--- config.mk ---
export PLATFORM = sky130hd
export DESIGN_NAME = issue_buffer
export DESIGN_NICKNAME = d
export VERILOG_FILES = /design/src/rtl/issue_buffer.sv
export SDC_FILE = /design/constraint.sdc
export NUM_CORES = 1
export LEC_CHECK = 0
export BUFFER_PORTS_ARGS = -buffer_cell sky130_fd_sc_hd__buf_2
export CAP_MARGIN = 20
export CORE_AREA = 4 4 211 213
export CTS_BUF_LIST = sky130_fd_sc_hd__clkbuf_2
export DETAILED_ROUTE_END_ITERATION = 12
export DIE_AREA = 0 0 215 217
export GPL_TIMING_DRIVEN = 0
export HOLD_SLACK_MARGIN = 0.1
export PLACE_DENSITY = 0.85
export SYNTH_ARGS = -nofsm -noshare
export SYNTH_HDL_FRONTEND = slang
export SYNTH_SLANG_ARGS = --single-unit
--- constraint.sdc ---
create_clock -name clk_i -period 21 [get_ports clk_i]
set_input_delay 6.3 -clock clk_i [delete_from_list [all_inputs] [get_ports clk_i]]
set_output_delay 6.3 -clock clk_i [all_outputs]
set_load 0.005 [all_outputs]
--- src/rtl/issue_buffer.sv ---
// In-order issue buffer: DEPTH-entry circular queue with flush, speculative squash and resolve.
// Define ISSUE_BUFFER_BYPASS_EN for zero-latency forwarding when the buffer is empty.
module issue_buffer #(
    parameter int unsigned PAYLOAD_WIDTH = 128,
    parameter int unsigned DEPTH         = 4
) (
    input  logic                       clk_i,
    input  logic                       rst_i,
    input  logic                       flush_i,
    input  logic                       kill_spec_i,
    input  logic                       resolve_spec_i,
    input  logic                       push_valid_i,
    input  logic                       push_speculative_i,
    input  logic [PAYLOAD_WIDTH-1:0]   push_payload_i,
    output logic                       push_ready_o,
    output logic                       pop_valid_o,
    output logic                       pop_speculative_o,
    output logic [PAYLOAD_WIDTH-1:0]   pop_payload_o,
    input  logic                       pop_ready_i,
    output logic [$clog2(DEPTH+1)-1:0] count_o,
    output logic                       empty_o,
    output logic                       full_o
);

    localparam int unsigned PW = $clog2(DEPTH);
    localparam int unsigned CW = $clog2(DEPTH+1);

    logic [PW-1:0]            r_wptr, r_rptr;
    logic [CW-1:0]            r_count;
    logic [DEPTH-1:0]         r_live, r_spec;
    logic [PAYLOAD_WIDTH-1:0] r_payload [DEPTH];

    logic [PW-1:0]    w_wptr_nxt, w_rptr_nxt;
    logic [CW-1:0]    w_count_nxt;
    logic [DEPTH-1:0] w_live_nxt, w_spec_nxt;

    logic w_empty, w_full;
    logic w_head_valid, w_head_squashed;
    logic w_push_drop, w_push_fire, w_pop_fire;
    logic w_free, w_write, w_byp_take;

    assign w_empty         = (r_count == '0);
    assign w_full          = (r_count == CW'(DEPTH));
    assign w_head_valid    = !w_empty && r_live[r_rptr];
    assign w_head_squashed = !w_empty && !r_live[r_rptr];
    // A speculative packet arriving with a misprediction is already dead.
    assign w_push_drop     = kill_spec_i && push_speculative_i;
    assign w_push_fire     = push_valid_i && !w_full;
    assign w_pop_fire      = w_head_valid && pop_ready_i;
    assign w_free          = w_pop_fire || w_head_squashed;

`ifdef ISSUE_BUFFER_BYPASS_EN
    logic w_byp_on;
    assign w_byp_on   = w_empty && !flush_i;
    assign w_byp_take = w_byp_on && push_valid_i && !w_push_drop && pop_ready_i;
`else
    assign w_byp_take = 1'b0;
`endif

    assign w_write = w_push_fire && !w_push_drop && !w_byp_take && !flush_i;

    always_comb begin
        pop_valid_o       = w_head_valid;
        pop_speculative_o = w_head_valid && r_spec[r_rptr];
        pop_payload_o     = r_payload[r_rptr];
`ifdef ISSUE_BUFFER_BYPASS_EN
        if (w_byp_on) begin
            pop_valid_o       = push_valid_i && !w_push_drop;
            pop_speculative_o = push_speculative_i;
            pop_payload_o     = push_payload_i;
        end
`endif
    end

    assign push_ready_o = !w_full;
    assign count_o      = r_count;
    assign empty_o      = w_empty;
    assign full_o       = w_full;

    always_comb begin
        w_live_nxt  = r_live;
        w_spec_nxt  = r_spec;
        w_wptr_nxt  = r_wptr;
        w_rptr_nxt  = r_rptr;
        w_count_nxt = r_count;
        if (flush_i) begin
            w_live_nxt  = '0;
            w_spec_nxt  = '0;
            w_wptr_nxt  = '0;
            w_rptr_nxt  = '0;
            w_count_nxt = '0;
        end else begin
            if (kill_spec_i) begin
                w_live_nxt = r_live & ~r_spec;
            end
            // Kill leaves only non-speculative survivors, so clearing tags is correct for both.
            if (kill_spec_i || resolve_spec_i) begin
                w_spec_nxt = '0;
            end
            if (w_free) begin
                w_live_nxt[r_rptr] = 1'b0;
                w_spec_nxt[r_rptr] = 1'b0;
                w_rptr_nxt         = r_rptr + 1'b1;
            end
            if (w_write) begin
                w_live_nxt[r_wptr] = 1'b1;
                w_spec_nxt[r_wptr] = push_speculative_i;
                w_wptr_nxt         = r_wptr + 1'b1;
            end
            w_count_nxt = r_count + CW'(w_write) - CW'(w_free);
        end
    end

    always_ff @(posedge clk_i or posedge rst_i) begin
        if (rst_i) begin
            r_live  <= '0;
            r_spec  <= '0;
            r_wptr  <= '0;
            r_rptr  <= '0;
            r_count <= '0;
        end else begin
            r_live  <= w_live_nxt;
            r_spec  <= w_spec_nxt;
            r_wptr  <= w_wptr_nxt;
            r_rptr  <= w_rptr_nxt;
            r_count <= w_count_nxt;
        end
    end

    always_ff @(posedge clk_i or posedge rst_i) begin
        if (rst_i) begin
            for (int i = 0; i < int'(DEPTH); i++) begin
                r_payload[i] <= '0;
            end
        end else if (w_write) begin
            r_payload[r_wptr] <= push_payload_i;
        end
    end

endmodule
==> results of run 1 <==
-- layer usage --
metal  up-vias  share of wire, %
li1       5961                 -
met5         -              0.18
met3        96               7.2
met1      7232                41
met4        14               2.4
met2       380                50
-- cell families after synthesis --
logic type / after synthesis / synth area share [%]
simple gates: 33 / 1.02
fa+ha+maj: 11 / 0.625
compound gates: 22 / 0.663
mux: 644 / 37.5
buf+inv: 103 / 3.28
flops: 527 / 56.8
xor+xnor: 2 / 0.0755
-- stage by stage --
| step | total power, mW | cell area (sq um) |
|---|---|---|
| CTS | 3.66 | 26800 |
| global placement | 2.84 | 25300 |
| detailed placement | 2.91 | 25500 |
| global route | 3.85 | 26800 |
| finish | 3.61 | 26800 |
| floorplan | 2.40 | 23200 |
-- state kept, by name (all words and copies together), names as in the netlist --
signal / cells
r_payload: 512
r_live: 4
r_spec: 4
count_o: 3
r_rptr: 2
r_wptr: 2
-- layout make-up --
type                       instances  area [sq um]  share of cell area (%)
sequential                       527         13200                    49.2
multi-input combinational        712          9270                    34.6
timing repair buffer             283          1620                    6.04
clock buffer                     182           911                    3.40
buffer                            90           713                    2.66
tap                              546           683                    2.55
clock inverter                    36           358                    1.33
inverter                          13          52.6                   0.196
antenna                            8          20.0                  0.0747
-- final timing paths --
| kind | start | end | depth (start not counted) |
|---|---|---|---|
| min in group asynchronous | rst_i | r_spec[3] | 2 |
| max | r_rptr[1] | pop_payload_o[84] | 5 |
| min | r_payload[193] | r_payload[193] | 1 |
| min reg2reg | r_payload[193] | r_payload[193] | 1 |
| max reg2reg | r_rptr[0] | count_o[2] | 10 |
| max in group asynchronous | rst_i | r_payload[212] | 7 |
-- layout by cell type (no fill, tap or decap), types with 6 or more instances in the layout --
cell type / instances
clkbuf_2: 182
buf_6: 41
clkbuf_1: 16
mux2_1: 196
bufinv_16: 8
buf_2: 294
buf_12: 12
mux2_2: 317
mux4_2: 130
inv_1: 12
dfrtp_1: 527
clkinv_1: 20
buf_4: 7
o21ai_0: 6
ha_1: 10
diode_2: 8
-- report_power, final --
group          leakage [nW]  switching (mW)  internal, mW
registers              6.78           0.185          1.39
clock network         0.929           0.403         0.331
logic                  5.35           0.539         0.765
==> results_dict.tcl, run 1 <==
set metrics [dict create \
    max_cap_viol_count 0 \
    crit_top_cell "clkbuf_1" \
    hold_path.class "reg -> reg" \
    use_met1_pct 29.4 \
    dp_cells 2171 \
    synth_most_common_cell "dfrtp_1" \
    tightest_slew_ns 0.930 \
    synthTopCellsByCount "dfrtp_1, mux2_2, mux2_1" \
    max_freq_ghz 0.0963 \
    root_buffer "clkbuf_2" \
    synth_seq_cells 527 \
    fin_util_pct 62.8 \
    start_util_pct 54.4 \
    cp_slowest_stage_delay_ns 0.75 \
    avgSynthCellArea_sq_um 17.3 \
    drt_iter0_drc 677 \
    synth-seq-area-share_pct 56.8 \
    synth_warnings 0 \
    crit_path_top_delay_cell "clkbuf_1" \
    fin_tns_setup_ns 0 \
    netlist_instances 1342 \
    clk_latency_ns 1.24 \
    portBuffers 270 \
    syn_area_sq_um 23200 \
    synth_nets 1489 \
    htree_levels 4 \
    vdd.ir_drop.worst_mv 0.0925 \
    worstPathCellList "clkbuf_1, clkbuf_1, clkbuf_1, mux4_2, buf_2" \
    worst_hold_slack_ns 0.492 \
    post-place-ws_ns 11.83 \
    antenna_found_initial 12 \
    clock-sinks 527 \
    finalSetupViolations 0 \
    die-area_sq_um 46700 \
    cts_tree "done" \
    use_met2_pct 38.5 \
    synthArstFlopShare_pct 100 \
    dieWidth_um 215 \
    startpoint_type "flop" \
    ant_nets 0 \
    gp_congestion 0.779 \
    clk_pin_slew_ns 0.10 \
    cp-end-kind "output port" \
    arrival_ns 4.08 \
    hold_buffers 0 \
    crit_buf_inv 4 \
    routed_wl_um 52900 \
    layoutNonFillerInstCount 2397 \
    layout_min_cycle_time_ns 10.38 \
    grt-ovfl-total 0 \
    area_delta_synth_final_pct 15.5 \
    slew_viol_final 0 \
    r2r_slack_ns 17.88 \
    grt_pass1_vias 15600 \
    post_drt_wl_per_cell_um 22.1 \
    p_per_area_nw_per_um2 135 \
    place.detailed.hpwl_um 36900 \
    synth_top_area_cell "dfrtp_1" \
    crit_fanout 10 \
    maxSlewHeadroom_pct 38.0 \
    final_hold_viol_count 0 \
    crit_type "reg -> out" \
    grt_pass1_wl_um 85400 \
    drt-vias-per-instance 5.71 \
    status "complete, no violations" \
    synth_ff_type "dfrtp_1" \
    cts.path.max_buffers 3 \
    netlist.area_leader.share_pct 56.8 \
    nFillCells 3141 \
    fin_nets 1910 \
    synth_area_leaders "dfrtp_1, mux2_2, mux4_2" \
    fin_skew_ns 0.0572 \
    boundaryPins 272 \
    synth_edf_count 0 \
    path_delay_family "buffers and inverters" \
    drive_gt1_share_pct 54.9 \
    leakage_nw 13.1 \
    core_sq_um 42700 \
    grt_max_degree 47 \
    vias 13700 \
    rows 76 \
    cts_inserted_buffers 136 \
    period_share_pct 49.4 \
    post_cts_buffers 0 \
    finalWorstSetupSlack_ns 10.62 \
    drc 0 \
    ctsResizeCount 0 \
    die_y_um 217 \
    track_usage_pct 23.7 \
    yosys.cell_types.count 37 \
    drt_pass1_iterations 5 \
    rsz0062_at_grt "false" \
    grt_use_met3_pct 8.94 \
    top_usage_layer "met2" \
    critPathRequiredTime_ns 14.70 \
]
(Power assumes the default switching activity.)
==> run 2: changes to the inputs <==
- PLACE_DENSITY: 0.85 -> 0.82
- clock period: 21 -> 10.3 ns (I/O delays scaled with it)
==> results_dict.tcl, run 2 (same netlist as run 1, synthesis figures left out) <==
set metrics [dict create \
    status "complete, no violations" \
    mostFrequentLayoutCells "dfrtp_1, mux2_2, buf_2" \
    gp_congestion 0.777 \
    drt-vias-per-instance 5.64 \
    cts.path.max_buffers 3 \
    cts_tree "done" \
    r2r_slack_ns 7.39 \
    layout_min_cycle_time_ns 7.08 \
    worstPathCellList "clkbuf_1, clkbuf_1, clkbuf_1, mux4_2, buf_2" \
    cp-end-kind "output port" \
    core_sq_um 42700 \
    drt_iter0_drc 583 \
    internal-power_mw 4.98 \
    p_sw_share_pct 31.6 \
    antenna_found_initial 14 \
    grt_max_degree 46 \
    place.detailed.hpwl_um 36500 \
    die_y_um 217 \
    rows 76 \
    clk_pin_slew_ns 0.09 \
    startpoint_type "flop" \
    finalSetupViolations 0 \
    grt_pass1_wl_um 84900 \
    boundaryPins 272 \
    leakage_nw 13.1 \
    clk_latency_ns 1.22 \
    period_share_pct 68.7 \
    track_usage_pct 23.5 \
    min_from "r_payload[136]" \
    dieWidth_um 215 \
    routed_wl_um 52400 \
    grt_pass1_vias 15400 \
    hold_buffers 0 \
    cp_slowest_stage_delay_ns 0.70 \
    vdd.ir_drop.worst_mv 0.142 \
    grt-ovfl-total 0 \
    holdPathEnd "r_payload[136]" \
    crit_top_cell "clkbuf_1" \
    slew_viol_final 0 \
    p_sw_mw 2.30 \
    die-area_sq_um 46700 \
    crit_fanout 10 \
    crit_type "reg -> out" \
    tightest_slew_ns 0.881 \
    drc 0 \
    post_drt_wl_per_cell_um 21.7 \
    post_cts_buffers 0 \
    hold_path.class "reg -> reg" \
    post-place-ws_ns 4.40 \
    max_cap_viol_count 0 \
    final_common_cell "dfrtp_1" \
    drt_pass1_iterations 4 \
    r2r_cells 10 \
    totalPowerFinal_mw 7.28 \
    fin_skew_ns 0.0595 \
    path_delay_family "buffers and inverters" \
    place_area_sq_um 25500 \
    fin_tns_setup_ns 0 \
    htree_levels 4 \
    portBuffers 270 \
    critPathRequiredTime_ns 7.21 \
    ctsResizeCount 0 \
    crit_path_top_delay_cell "clkbuf_1" \
    largestRegisters "r_payload: 512 flops, r_live: 4 flops, r_spec: 4 flops" \
    p_clk_share_pct 19.7 \
    reg2reg_from "r_rptr[0]" \
    combPwrFrac_pct 36.5 \
    fin_nets 1909 \
    p_per_area_nw_per_um2 272 \
    seq_power_share_pct 43.9 \
    crit_buf_inv 4 \
    rsz0062_at_grt "false" \
    largest_register_ffs 512 \
    finalWorstSetupSlack_ns 3.22 \
    vias 13600 \
    fin_area_sq_um 26700 \
    drive_gt1_share_pct 54.8 \
    start_util_pct 54.4 \
    root_buffer "clkbuf_2" \
    area_delta_synth_final_pct 15.2 \
    top_register "r_payload" \
    final_hold_viol_count 0 \
    max_freq_ghz 0.141 \
    clock-sinks 527 \
    arrival_ns 3.99 \
    cts_inserted_buffers 135 \
    r2r_end "count_o[2]" \
    maxSlewHeadroom_pct 40.8 \
    holdPathStages 1 \
    fin_util_pct 62.6 \
    ant_nets 0 \
]
## run 2: area by class of cell
class                      instances  area, sq um
buffer                            90          713
tap                              546          683
clock inverter                    36          240
fill                            3129        15900
inverter                          13         52.6
clock buffer                     194          971
sequential                       527        13200
antenna                            8         20.0
multi-input combinational        712         9270
timing repair buffer             283         1610
## run 2: how the worst max path moves through the flow
| stage | startpoint | to | slack, ns | cells after the start |
|---|---|---|---|---|
| after floorplan | rst_i | count_o[0] | 0.05 | 1 |
| after global placement | rst_i | r_payload[419] | -2.37 | 2 |
| after detailed placement | r_rptr[1] | pop_payload_o[86] | 4.40 | 5 |
| after CTS | r_rptr[1] | pop_payload_o[86] | 2.93 | 5 |
| after global routing | r_rptr[1] | pop_payload_o[86] | 2.87 | 5 |
| final | r_rptr[1] | pop_payload_o[86] | 3.22 | 5 |
## run 2: worst reg2reg max path: cells and delay by family (launching register included)
family	cells	cell delay (ns)
muxes	1	0.66
and+or+nand+nor	1	0.05
DFF	1	0.39
xor gates and xnor gates	1	0.16
buffers and inverters	3	0.52
AOI/OAI and AO/OA	1	0.26
adders and majority gates	3	0.79
## run 2: power groups by stage
stage | combinational, mW | clock [mW] | sequential, mW
global route | 2.89 | 1.61 | 3.28
floorplan | 1.78 | 0 | 3.11
CTS | 2.70 | 1.49 | 3.19
detailed placement | 2.70 | 0 | 3.23
finish | 2.66 | 1.43 | 3.20
global placement | 2.61 | 0 | 3.18
## run 2: through the flow
| step | cells | hold slack, ns |
|---|---|---|
| floorplan | 1342 | 0.459 |
| global placement | 2158 | 0.468 |
| detailed placement | 2171 | 0.475 |
| CTS | 2401 | 0.497 |
| global route | 2407 | 0.510 |
| finish | 2409 | 0.491 |
## run 2: layer usage
metal / part of all wire [%] / global-route usage, % / vias to the layer above
li1: - / - / 5972
met1: 42 / 29.6 / 7168
met2: 49 / 37.9 / 362
met3: 6.8 / 8.39 / 79
met4: 2.3 / 8.70 / 14
met5: 0.16 / 0 / -
==> run 3: changes to the inputs <==
- ABC_AREA: unset -> 1
- CORE_AREA: 4 4 211 213 -> 4 4 217 219
- DIE_AREA: 0 0 215 217 -> 0 0 221 223
- PLACE_DENSITY: 0.82 -> 0.85
- clock period: 10.3 -> 6.5 ns (I/O delays scaled with it)
==> results_dict.tcl, run 3 <==
set metrics [dict create \
    status "complete, no violations" \
    fin_tns_setup_ns 0 \
    synth-seq-area-share_pct 53.6 \
    root_buffer "clkbuf_2" \
    start_util_pct 54.6 \
    min_from "r_payload[200]" \
    synth_area_leaders "dfrtp_1, o21ai_2, nand2_1" \
    largestRegisters "r_payload: 512 flops, r_live: 4 flops, r_spec: 4 flops" \
    r2r_end "count_o[2]" \
    post_drt_wl_per_cell_um 19.4 \
    grt-ovfl-total 0 \
    track_usage_pct 29.2 \
    fin_util_pct 62.6 \
    layout_min_cycle_time_ns 6.05 \
    startpoint_type "flop" \
    leakage_nw 14.2 \
    hold_buffers 0 \
    arrival_ns 4.10 \
    portBuffers 271 \
    synthArstFlopShare_pct 100 \
    grt_pass1_vias 22100 \
    routed_wl_um 72700 \
    finalSetupViolations 0 \
    grt_max_degree 45 \
    final_hold_viol_count 0 \
    nFillCells 3697 \
    clock-sinks 527 \
    drc 0 \
    synth_ff_type "dfrtp_1" \
    netlist.area_leader.share_pct 53.6 \
    startpoint "r_rptr[0]" \
    totalPowerFinal_mw 13.3 \
    place.detailed.hpwl_um 48500 \
    period_share_pct 93.0 \
    tightest_slew_ns 1.17 \
    die-area_sq_um 49300 \
    drt-vias-per-instance 5.80 \
    clk_pin_slew_ns 0.10 \
    antenna_found_initial 4 \
    cts_inserted_buffers 138 \
    dieWidth_um 221 \
    worst_hold_slack_ns 0.484 \
    vias 21800 \
    synth_warnings 0 \
    slew_viol_final 0 \
    fin_skew_ns 0.0757 \
    drt_iter0_drc 2580 \
    syn_area_sq_um 24600 \
    cp-end-kind "output port" \
    synth_edf_count 0 \
    vdd.ir_drop.worst_mv 0.245 \
    rows 78 \
    crit_type "reg -> out" \
    fin_nets 3204 \
    cts.path.max_buffers 3 \
    mostFrequentLayoutCells "nand2_1, dfrtp_1, o21ai_2" \
    r2r_cells 14 \
    crit_fanout 10 \
    synth_top_area_cell "dfrtp_1" \
    holdPathStages 2 \
    core_sq_um 45100 \
    synthTopCellsByCount "nand2_1, dfrtp_1, o21ai_2" \
    ctsResizeCount 0 \
    die_y_um 223 \
    largest_register_ffs 512 \
    synth_nets 2780 \
    ant_nets 0 \
    final_common_cell "nand2_1" \
    top_register "r_payload" \
    cts_tree "done" \
    grt_pass1_wl_um 116000 \
    max_cap_viol_count 0 \
    critPathRequiredTime_ns 4.55 \
    synth_most_common_cell "nand2_1" \
    htree_levels 4 \
    r2r_slack_ns 3.46 \
    gp_congestion 0.863 \
    holdPathEnd "r_payload[200]" \
    area_delta_synth_final_pct 14.7 \
    avgSynthCellArea_sq_um 9.34 \
    maxSlewHeadroom_pct 22.3 \
    synth_seq_cells 527 \
    drt_pass1_iterations 8 \
    post_cts_buffers 0 \
    yosys.cell_types.count 25 \
    clk_latency_ns 1.30 \
    hold_path.class "reg -> reg" \
    rsz0062_at_grt "false" \
    drive_gt1_share_pct 31.1 \
    p_per_area_nw_per_um2 471 \
    max_freq_ghz 0.165 \
    netlist_instances 2633 \
    reg2reg_from "r_rptr[0]" \
    boundaryPins 272 \
]
[run 3: logic make-up (layout without fill, tap and decap cells)]
| kind of cell | Yosys count | count (layout) | synth area share, % |
|---|---|---|---|
| compound gates | 907 | 907 | 24.3 |
| xor+xnor | 2 | 2 | 0.0712 |
| flops | 527 | 527 | 53.6 |
| simple gates | 834 | 834 | 13.0 |
| other cells | 0 | 3 | 0 |
| buf+inv | 352 | 871 | 8.40 |
| fa+ha+maj | 11 | 11 | 0.590 |
[run 3: worst max path at each step]
stage	endpoint	slack [ns]	cells past startpoint
global placement	r_payload[71]	-4.98	2
CTS	pop_payload_o[82]	0.49	7
floorplan	count_o[0]	-2.61	1
global route	pop_payload_o[83]	0.26	7
detailed placement	pop_payload_o[82]	1.98	7
finish	pop_payload_o[83]	0.45	6
[run 3: area by class of cell]
type	count	area, sq um	share of cell area (%)
Sequential cell	527	13200	46.7
Multi-Input combinational cell	1754	9350	33.1
Timing Repair Buffer	284	1620	5.73
Buffer	198	1490	5.28
Clock buffer	214	1070	3.79
Tap cell	600	751	2.66
Inverter	154	582	2.06
Clock inverter	21	174	0.616
Antenna cell	3	7.51	0.0266
[run 3: critical path: stages, from the launching register on]
cell	delay (ns)
dfrtp_1	0.39
buf_2	0.28
clkbuf_1	0.90
clkbuf_1	0.51
nor2_1	0.13
o22ai_1	0.36
buf_2	0.19
[run 3: metal layers]
| metal | track usage (%) | share of wire, % |
|---|---|---|
| met5 | 0 | 0.039 |
| met4 | 13.3 | 3.7 |
| met3 | 9.13 | 10 |
| met2 | 45.9 | 47 |
| met1 | 37.3 | 39 |
[run 3: where the power goes]
| part | internal, mW | leakage [nW] | switching (mW) | total (mW) |
|---|---|---|---|---|
| Combinational | 2.18 | 6.44 | 3.37 | 5.55 |
| Clock | 0.980 | 0.972 | 1.37 | 2.35 |
| Sequential | 4.64 | 6.83 | 0.762 | 5.40 |
| Total | 7.80 | 14.2 | 5.50 | 13.3 |
[run 3: through the flow]
stage | area [sq um] | std cells | setup WS [ns]
floorplan | 24600 | 2633 | -2.61
global placement | 26700 | 3504 | -4.98
detailed placement | 27000 | 3517 | 1.98
CTS | 28200 | 3752 | 0.486
global route | 28200 | 3755 | 0.265
finish | 28200 | 3755 | 0.453
